**src/rtl/pmem_scheduler.sv**
```systemverilog
// pmem_scheduler: shares one pmem port among demand, writeback and prefetch line requesters.
// Define PMEM_SCHED_PERF_EN to build the demand-wait and prefetch-grant counters.
module pmem_scheduler #(
   parameter int WIDTH      = 256,
   parameter int WB_AGE_MAX = 4
) (
   input  logic             clk,
   input  logic             reset,
   input  logic [31:0]      dem_address,
   input  logic             dem_read,
   input  logic             dem_write,
   input  logic [WIDTH-1:0] dem_wdata,
   output logic [WIDTH-1:0] dem_rdata,
   output logic             dem_resp,
   input  logic [31:0]      wb_address,
   input  logic             wb_write,
   input  logic [WIDTH-1:0] wb_wdata,
   output logic             wb_resp,
   input  logic [31:0]      pf_address,
   input  logic             pf_read,
   output logic [WIDTH-1:0] pf_rdata,
   output logic             pf_resp,
   output logic [31:0]      pmem_address,
   output logic             pmem_read,
   output logic             pmem_write,
   output logic [WIDTH-1:0] pmem_wdata,
   input  logic [WIDTH-1:0] pmem_rdata,
   input  logic             pmem_resp,
   output logic [1:0]       grant,
   output logic [31:0]      perf_dem_wait,
   output logic [31:0]      perf_pf_grants
);
   typedef enum logic [1:0] {IDLE = 2'd0, DEM = 2'd1, WB = 2'd2, PF = 2'd3} state_t;
   localparam logic [3:0] AGE_MAX = 4'(WB_AGE_MAX);
   state_t state, state_nx;
   logic [31:0] addr_q;
   logic [WIDTH-1:0] wdata_q;
   logic rd_q, wr_q;
   logic [3:0] age;
   logic dem_req, wb_first;
   assign dem_req = dem_read | dem_write;
   // an aged writeback, or one holding the line a demand read wants, goes ahead of demand
   assign wb_first = wb_write && (age == AGE_MAX || (dem_read && dem_address[31:5] == wb_address[31:5]));
   assign pmem_address = addr_q;
   assign pmem_wdata = wdata_q;
   assign dem_rdata = pmem_rdata;
   assign pf_rdata = pmem_rdata;
   always_ff @(posedge clk or posedge reset)
      if (reset) state <= IDLE;
      else state <= state_nx;
   always_comb begin
      state_nx = state;
      if (state == IDLE)
         state_nx = wb_first ? WB : dem_req ? DEM : wb_write ? WB : pf_read ? PF : IDLE;
      else if (pmem_resp)
         state_nx = IDLE;
      grant = state;
      pmem_read = (state == DEM && rd_q) || state == PF;
      pmem_write = (state == DEM && wr_q) || state == WB;
      dem_resp = state == DEM && pmem_resp;
      wb_resp = state == WB && pmem_resp;
      pf_resp = state == PF && pmem_resp;
   end
   always_ff @(posedge clk or posedge reset)
      if (reset) begin
         addr_q <= '0;
         wdata_q <= '0;
         rd_q <= 1'b0;
         wr_q <= 1'b0;
         age <= '0;
      end else if (state == IDLE) begin
         if (state_nx == DEM) begin
            addr_q <= dem_address;
            rd_q <= dem_read;
            wr_q <= dem_write & ~dem_read;
            if (dem_write && !dem_read) wdata_q <= dem_wdata;
            if (wb_write && age != AGE_MAX) age <= age + 4'd1;
         end
         if (state_nx == WB) begin
            addr_q <= wb_address;
            wdata_q <= wb_wdata;
            age <= '0;
         end
         if (state_nx == PF) addr_q <= pf_address;
      end
`ifdef PMEM_SCHED_PERF_EN
   always_ff @(posedge clk or posedge reset)
      if (reset) begin
         perf_dem_wait <= '0;
         perf_pf_grants <= '0;
      end else begin
         if (dem_req && state != DEM) perf_dem_wait <= perf_dem_wait + 32'd1;
         if (state == IDLE && state_nx == PF) perf_pf_grants <= perf_pf_grants + 32'd1;
      end
`else
   assign perf_dem_wait = '0;
   assign perf_pf_grants = '0;
`endif
endmodule

```
**config.mk**
```make
export PLATFORM = sky130hd
export DESIGN_NAME = pmem_scheduler
export DESIGN_NICKNAME = d
export VERILOG_FILES = /design/src/rtl/pmem_scheduler.sv
export SDC_FILE = /design/constraint.sdc
export NUM_CORES = 1
export LEC_CHECK = 0
export ABC_AREA = 1
export CELL_PAD_IN_SITES_DETAIL_PLACEMENT = 0
export CELL_PAD_IN_SITES_GLOBAL_PLACEMENT = 1
export CORE_AREA = 2 2 670 672
export DETAILED_ROUTE_END_ITERATION = 12
export DIE_AREA = 0 0 672 674
export PLACE_DENSITY_LB_ADDON = 0.1
export SLEW_MARGIN = 10
export SYNTH_ARGS = -nofsm -noshare
export SYNTH_HDL_FRONTEND = slang
export SYNTH_SLANG_ARGS = --single-unit
```
**constraint.sdc**
```tcl
create_clock -name clk -period 14.2 [get_ports clk]
set_input_delay 2.13 -clock clk [delete_from_list [all_inputs] [get_ports clk]]
set_output_delay 2.13 -clock clk [all_outputs]
set_load 0.02 [all_outputs]
```
# ---- Word-level counts from Yosys, hierarchy flattened
# Index checks and enable logic that the tools add are counted.
dict set report word_totals {
  ff_bits 296
  in_bits 871
  elab_cells 56
}
dict set report op_classes {
  n_addsub 1
  eq_ne 9
  muxes 15
  bitwise 3
  n_reduce_logical 22
}
# cell n
set op_table {}
lappend op_table {{2-to-1 mux 256 bit} 3}
lappend op_table {{2-to-1 mux 32 bit} 3}
lappend op_table {{equality test 27 bit} 1}
lappend op_table {{2-to-1 mux 2 bit} 6}
lappend op_table {{2-to-1 mux 4 bit} 3}
lappend op_table {{logical AND 1 bit} 9}
lappend op_table {{equality test 2 bit, second input constant} 4}
lappend op_table {{AND reduction 3 bit} 2}
lappend op_table {{nonzero test 2 bit} 3}
lappend op_table {{adder 4 x 1 -> 4 bit, second input constant} 1}
lappend op_table {{equality test 2 x 1 -> 1 bit, second input constant} 2}
lappend op_table {{equality test 4 x 3 -> 1 bit, second input constant} 1}
lappend op_table {{inequality test 4 x 3 -> 1 bit, second input constant} 1}
lappend op_table {{AND reduction 2 bit} 2}
lappend op_table {{logical OR 1 bit} 3}
lappend op_table {{nonzero test 3 bit} 1}
lappend op_table {{logical NOT 2 bit} 1}
lappend op_table {{bitwise AND 1 bit} 1}
lappend op_table {{logical NOT 1 bit} 1}
lappend op_table {{inverter 1 bit} 1}
lappend op_table {{OR 1 bit} 1}

# ---- Longest topological paths before layout
# Gate-level depths: netlist of run 1.
dict set report depth {
  word_depth 10
  ltp_mapped 20
  mapped_depth_nobuf 19
}

# ---- Worst setup path before layout of run 1
# No wires, ideal clock.
dict set report synth_timing {
  path_kind {in2out}
  startpoint {in pmem_resp}
  endpoint {out pf_resp}
  arrival_time_ns 2.638
  path_slack_ns 9.432
  path_stages 2
  path_cell_list {inv_1 > nor3_1}
}
dict set report synth_via {
  elab_chain_cells 1
}
# element line_no
set synth_rtl {}
lappend synth_rtl {{from (decl)} 28} ;# input logic pmem_resp,
lappend synth_rtl {{logical AND 1 bit} 62} ;# pf_resp = state == PF && pmem_resp;
lappend synth_rtl {{to (decl)} 22} ;# output logic pf_resp,
# Every way passes these cells.

# ---- Final worst setup path of run 1
dict set report layout_timing {
  startpoint {in wb_address[12]}
  endpoint {reg wdata_q[199] (netlist: pmem_wdata[199])}
}
dict set report layout_via {
  elab_chain_cells 9
  elab_cells_between_ends 12
}
# element line_no
set layout_rtl {}
lappend layout_rtl {{from (decl)} 15} ;# input logic [31:0] wb_address,
lappend layout_rtl {{equality test 27 bit (*)} 43} ;# assign wb_first = wb_write && (age == AGE_MAX || (dem_read && dem_address[31:5] == wb_address[31:5]));
lappend layout_rtl {{logical AND 1 bit (*)} 43}
lappend layout_rtl {{logical OR 1 bit (*)} 43}
lappend layout_rtl {{logical AND 1 bit (*)} 43}
lappend layout_rtl {{2-to-1 mux 2 bit (*)} 54} ;# state_nx = wb_first ? WB : dem_req ? DEM : wb_write ? WB : pf_read ? PF : IDLE;
lappend layout_rtl {{2-to-1 mux 2 bit (*)} 53} ;# if (state == IDLE)
lappend layout_rtl {{equality test 2 bit or equality test 2 x 1 -> 1 bit (tied branches)} {79, 72}}
lappend layout_rtl {{nonzero test 2 bit (no line)} -}
lappend layout_rtl {{AND reduction 3 bit (no line)} -}
lappend layout_rtl {{to (signal assigned)} 76} ;# if (dem_write && !dem_read) wdata_q <= dem_wdata;
lappend layout_rtl {{to (signal assigned)} 81} ;# wdata_q <= wb_wdata;
lappend layout_rtl {{to (decl)} 37} ;# logic [WIDTH-1:0] wdata_q;
# Every way passes the cells marked *; elsewhere a longest branch is shown, timed or not.
# A chain may end at the register's enable or synchronous reset.

==> impl_metrics.json, run 1 <==
{
  "clk_pin_slew_ps": 60,
  "syn_inst": 2421,
  "pwr_density_cell_nw_per_um2": 198,
  "synth_area_per_cell_um2": 7.71,
  "cts_resized": 0,
  "cts_hold_buf": 0,
  "clkSinkCount": 296,
  "start_util_pct": 4.18,
  "irDropWorstVdd_mv": 0.104,
  "cts_max_level": 2,
  "status": "completed",
  "fin_setup_tns_ps": 0,
  "final_cell_mix": "clkdlybuf4s50_1, nand2_1, nor2_1, dfrtp_1, a31oi_1",
  "crit_start": "wb_address[12]",
  "start_kind": "input port",
  "die_h_um": 674,
  "path_class": "in -> reg",
  "cts_tree": "done",
  "p_int_uw": 3470,
  "clockRootBuffer": "clkbuf_16",
  "synthAdderAreaFrac_pct": 0.402,
  "setup_violations": 0,
  "grt_max_degree": 157,
  "switchingPower_uw": 3030,
  "num_vias": 18343,
  "numCtsBuffers": 57,
  "drc": 0,
  "first_pass_iters": 5,
  "synth.distinct_cells": 24,
  "final_common_cell": "clkdlybuf4s50_1",
  "cp_max_fo": 141,
  "area_growth_pct": 75.7,
  "synth_compound_gate_area_share_pct": 11.3,
  "max_slew_margin_pct": 26.1,
  "synth_top_family_by_area": "buffers and inverters",
  "core_um2": 447000,
  "hpwl_mm": 197,
  "cts_max_path_buffers": 3,
  "clock_latency_ps": 760,
  "wl_mm": 230,
  "pwr-share-clk_pct": 24.5,
  "min_period_ps": 7210,
  "place.gp.congestion": 0.734,
  "routed_via_density": 2.09,
  "worstReg2RegStart": "age[0]",
  "leakagePower_uw": 0.0112,
  "die_w_um": 672,
  "ys_ff_latch": 296,
  "cap_violations": 0,
  "hold_viol": 0,
  "cp_data_required_time_ps": 14830,
  "synthMuxAreaShare_pct": 0,
  "cts_setup_buffers": 0,
  "finalMaxSlewViolations": 0,
  "end_kind": "register",
  "yosys_warnings": 0,
  "synthXorXnorAreaFrac_pct": 0.0939,
  "grt_pass1_vias": 18768,
  "rsz0062_at_grt": "false",
  "final_cells": 8778,
  "io_buffers": 909,
  "grt_antenna_before_repair": 161,
  "grt_pass1_wl_mm": 276,
  "overflow": 0,
  "die_area_um2": 453000,
  "ios": 1742,
  "wl_per_cell_um": 26.2,
  "fin_skew_ps": 61.2,
  "arrival_ps": 7830,
  "antenna_left": 0,
  "yosysSeqAreaShare_pct": 39.7,
  "finalCritPeriodShare_pct": 50.8,
  "power.share.combinational_pct": 51.5,
  "synthesis.area_um2": 18700,
  "fin_util_pct": 7.34,
  "switching_share_pct": 46.6,
  "final_net_count": 3642,
  "drt_iter0_markers": 905,
  "fmax_mhz": 139,
  "synth-simple-area-share_pct": 20.6,
  "drive_gt1_share_pct": 4.48,
  "grt_use_total_pct": 9.79,
  "tightest_slew_ps": 1100,
  "hold_start": "age[3]",
  "row_count": 246,
  "placed_cells": 8658,
  "hold_class": "reg -> reg",
  "seqPwrFrac_pct": 24.0
}
-- flip-flops by register name, summed over array words and instances, names as in the netlist --
name / flops
age: 4
pmem_address: 32
rd_q: 1
wr_q: 1
grant: 2
pmem_wdata: 256
-- worst max-delay path, cell delays in order --
cell,delay (ps)
clkdlybuf4s50_1,710
inv_1,110
nand2_1,70
nand2_1,70
nor2_1,100
nand2_1,100
nor2_1,120
nand2_1,70
o21ai_0,290
nand2_1,170
a21oi_1,310
ha_4,520
buf_4,470
a21oi_1,140
nor2_4,160
buf_12,310
buf_12,470
buf_4,820
nor2_1,90
a31oi_1,160
-- worst paths after layout --
kind | end | slack [ps] | cells after the start
max | pmem_wdata[199] | 6990 | 20
min | age[3] | 540 | 2
max reg2reg | pmem_wdata[199] | 8920 | 15
min reg2reg | age[3] | 540 | 2
max in group asynchronous | pmem_wdata[122] | 10080 | 4
min in group asynchronous | pmem_wdata[9] | 1900 | 2
-- cells by family (layout without fill, tap and decap cells) --
kind of cell	after synthesis	after routing
buffers and inverters	774	1104
and+or+nand+nor	1014	1014
xor gates and xnor gates	2	2
DFF	296	296
other	1	76
adders and majority gates	6	6
AOI/OAI and AO/OA	328	328
-- through the flow --
| stage | hold slack [ps] | total power (uW) | setup slack, ps | area [um^2] |
|---|---|---|---|---|
| floorplan | 454 | 3220 | 3890 | 18900 |
| global placement | 526 | 5120 | 5890 | 30700 |
| detailed placement | 520 | 5110 | 5930 | 30700 |
| CTS | 545 | 6820 | 6780 | 32800 |
| global route | 567 | 7010 | 6310 | 32800 |
| finish | 539 | 6500 | 6990 | 32800 |
-- cell usage after synthesis --
cell | number | area, um^2
conb_1 | 1 | 3.75
dfrtp_1 | 296 | 7410
buf_2 | 36 | 180
a31oi_1 | 288 | 1800
ha_1 | 6 | 75.1
a21oi_2 | 1 | 8.76
xor2_1 | 2 | 17.5
buf_4 | 599 | 4500
nor2_2 | 2 | 12.5
nand3b_1 | 1 | 7.51
nand3_1 | 4 | 20.0
o21ai_0 | 8 | 40.0
nand4_1 | 1 | 6.26
nand2_1 | 644 | 2420
a21oi_1 | 5 | 25.0
nor2_1 | 354 | 1330
or3_1 | 6 | 37.5
inv_1 | 62 | 233
clkbuf_1 | 73 | 274
nor3_1 | 1 | 5.00
inv_2 | 3 | 11.3
a211o_1 | 26 | 228
buf_6 | 1 | 11.3
nor2_4 | 1 | 11.3
-- routing by layer --
metal  global-route usage (%)  part of all wire [%]  up-vias
li1                         -                     -     7884
met4                     3.52                   4.4       40
met5                   0.0213                  0.12        -
met2                     17.3                    49     1321
met1                     9.62                    34     8561
met3                     5.30                    12      537
-- final cells by class --
type                    instances  area [um^2]
diodes                         12         30.0
clock buffers                  85         1670
clock inverters                23          342
fillers                     52373       414000
inverters                      65          259
multi-input cells            1414         6300
flip-flops and latches        296         7410
well taps                    5952         7450
repair buffers                931         9330
-- power groups by stage --
stage	Sequential [uW]	Combinational [uW]	Clock, uW
4_1_cts	1580	3530	1710
2_1_floorplan	2010	1210	0
5_1_grt	1630	3660	1730
3_3_place_gp	1590	3530	0
3_5_place_dp	1590	3520	0
6_report	1560	3350	1590
No activity file was read; power rests on OpenSTA's default activity.
==> run 2, diff against run 1 <==
--- a/config.mk
+++ b/config.mk
@@ -8,9 +8,9 @@
 export ABC_AREA = 1
 export CELL_PAD_IN_SITES_DETAIL_PLACEMENT = 0
 export CELL_PAD_IN_SITES_GLOBAL_PLACEMENT = 1
-export CORE_AREA = 2 2 670 672
+export CORE_AREA = 2 2 682 684
 export DETAILED_ROUTE_END_ITERATION = 12
-export DIE_AREA = 0 0 672 674
+export DIE_AREA = 0 0 684 686
 export PLACE_DENSITY_LB_ADDON = 0.1
 export SLEW_MARGIN = 10
 export SYNTH_ARGS = -nofsm -noshare
==> constraint.sdc (replaced) <==
create_clock -name clk -period 7.15 [get_ports clk]
set_input_delay 1.0725 -clock clk [delete_from_list [all_inputs] [get_ports clk]]
set_output_delay 1.0725 -clock clk [all_outputs]
set_load 0.02 [all_outputs]
==> run 2 against run 1 <==
  * Hold slack got worse by 52 ps
  * Total power increased by 97%
  * Sequential power increased by 97%
  * Core utilization decreased by 0.19 points
  * Largest power group unchanged
==> impl_metrics.json, run 2 (synthesized netlist as in run 1, its figures left out) <==
{
  "status": "completed",
  "place.gp.congestion": 0.722,
  "hold_start": "rd_q",
  "grt_pass1_vias": 18656,
  "min_period_ps": 4630,
  "leakagePower_uw": 0.0112,
  "io_buffers": 909,
  "fin_util_pct": 7.16,
  "ff2ff_setup_slack_ps": 3400,
  "final_net_count": 3651,
  "cpMostUsedCell": "nand2_1",
  "grt_antenna_before_repair": 129,
  "setup_violations": 0,
  "drt_iter0_markers": 989,
  "worstHoldPathCells": 2,
  "clkSinkCount": 296,
  "crit_chain": "clkdlybuf4s50_1, inv_1, nand2_1, nand2_1, nor2_1, nand2_1, nor2_1, nand2_1, o21ai_0, nand2_1, a21oi_1, ha_4, a21oi_1, nor2_4, buf_12, buf_12, nor2_1, a31oi_1",
  "cap_violations": 0,
  "placed_cells": 8889,
  "arrival_ps": 5260,
  "row_count": 250,
  "fin_skew_ps": 38.6,
  "final_common_cell": "clkdlybuf4s50_1",
  "pre_cts_ws_ps": 1620,
  "fin_setup_tns_ps": 0,
  "cts_max_level": 2,
  "die_h_um": 686,
  "clock_latency_ps": 740,
  "final_cells": 9010,
  "largest_register_ff_count": 256,
  "first_pass_iters": 6,
  "cts_max_path_buffers": 3,
  "rsz0062_at_grt": "false",
  "num_vias": 18239,
  "wl_per_cell_um": 26.0,
  "area_growth_pct": 77.2,
  "cts_hold_buf": 0,
  "fin_ws_ps": 2520,
  "final_cell_mix": "clkdlybuf4s50_1, nand2_1, nor2_1, dfrtp_1, a31oi_1",
  "end_kind": "register",
  "critical-path-top-delay-family": "buffers and inverters",
  "drive_gt1_share_pct": 4.54,
  "start_kind": "input port",
  "hold_ws_ps": 487,
  "ios": 1742,
  "worstReg2RegStart": "age[0]",
  "max_slew_margin_pct": 34.7,
  "finalCritPeriodShare_pct": 64.7,
  "wl_mm": 235,
  "r2r-end": "pmem_wdata[238]",
  "overflow": 0,
  "fmax_mhz": 216,
  "crit_buf_inv": 4,
  "clockRootBuffer": "clkbuf_16",
  "numCtsBuffers": 57,
  "die_w_um": 684,
  "grt_use_total_pct": 9.64,
  "hold_viol": 0,
  "crit_path_max_incr_delay_ps": 720,
  "path_class": "in -> reg",
  "reg2reg_depth": 13,
  "core_um2": 462000,
  "die_area_um2": 469000,
  "cts_tree": "done",
  "grt_max_degree": 126,
  "cp_max_fo": 125,
  "irDropWorstVdd_mv": 0.228,
  "start_util_pct": 4.04,
  "clk_pin_slew_ps": 50,
  "cp_data_required_time_ps": 7780,
  "routed_via_density": 2.02,
  "finalMaxSlewViolations": 0,
  "antenna_left": 0,
  "hold_end": "rd_q",
  "critPathSlowestCell": "clkdlybuf4s50_1",
  "cts_resized": 0,
  "hold_class": "reg -> reg",
  "tightest_slew_ps": 977,
  "hpwl_mm": 201,
  "pwr_density_cell_nw_per_um2": 387,
  "grt_pass1_wl_mm": 282,
  "drc": 0,
  "cts_setup_buffers": 0
}
-- run 2: worst max path at each step --
| stage | start | to | cells after the start |
|---|---|---|---|
| after CTS | wb_address[12] | pmem_wdata[185] | 18 |
| after global placement | wb_address[12] | pmem_wdata[184] | 18 |
| after detailed placement | wb_address[12] | pmem_wdata[185] | 18 |
| after global routing | wb_address[15] | pmem_wdata[10] | 18 |
| final | wb_address[9] | pmem_wdata[238] | 18 |
| after floorplan | reset | age[0] | 1 |
-- run 2: metal layers --
layer / part of all wire [%] / vias to the layer above / global-route usage [%]
met4: 4.1 / 40 / 3.39
met2: 49 / 1338 / 17.0
met1: 34 / 8454 / 9.49
met3: 12 / 493 / 5.36
li1: - / 7914 / -
met5: 0.14 / - / 0.143
-- run 2: final cells by class --
type                    instances  area (um^2)
well taps                    6174         7720
flip-flops and latches        296         7410
repair buffers                940         9440
inverters                      65          255
clock inverters                12          171
multi-input cells            1414         6300
diodes                         17         42.5
clock buffers                  92         1710
fillers                     54336       429000
-- run 2: worst register-to-register path, delay by kind of cell, from the launching register on --
family,cells,cell delay [ps]
buf+inv,3,860
simple gates,4,900
compound gates,4,850
fa+ha+maj,2,660
flops,1,400
-- run 2: metrics by stage --
stage | power [uW] | instance area (um^2)
after CTS | 13400 | 33000
after detailed placement | 10200 | 31100
after global routing | 13800 | 33000
after global placement | 10200 | 31100
after floorplan | 6400 | 18900
final | 12800 | 33100
-- run 2: power by group --
| part | internal (uW) | switching, uW | total (uW) |
|---|---|---|---|
| combinational | 2510 | 4260 | 6770 |
| sequential | 2540 | 527 | 3070 |
| clock | 1720 | 1240 | 2970 |
| total | 6780 | 6030 | 12800 |
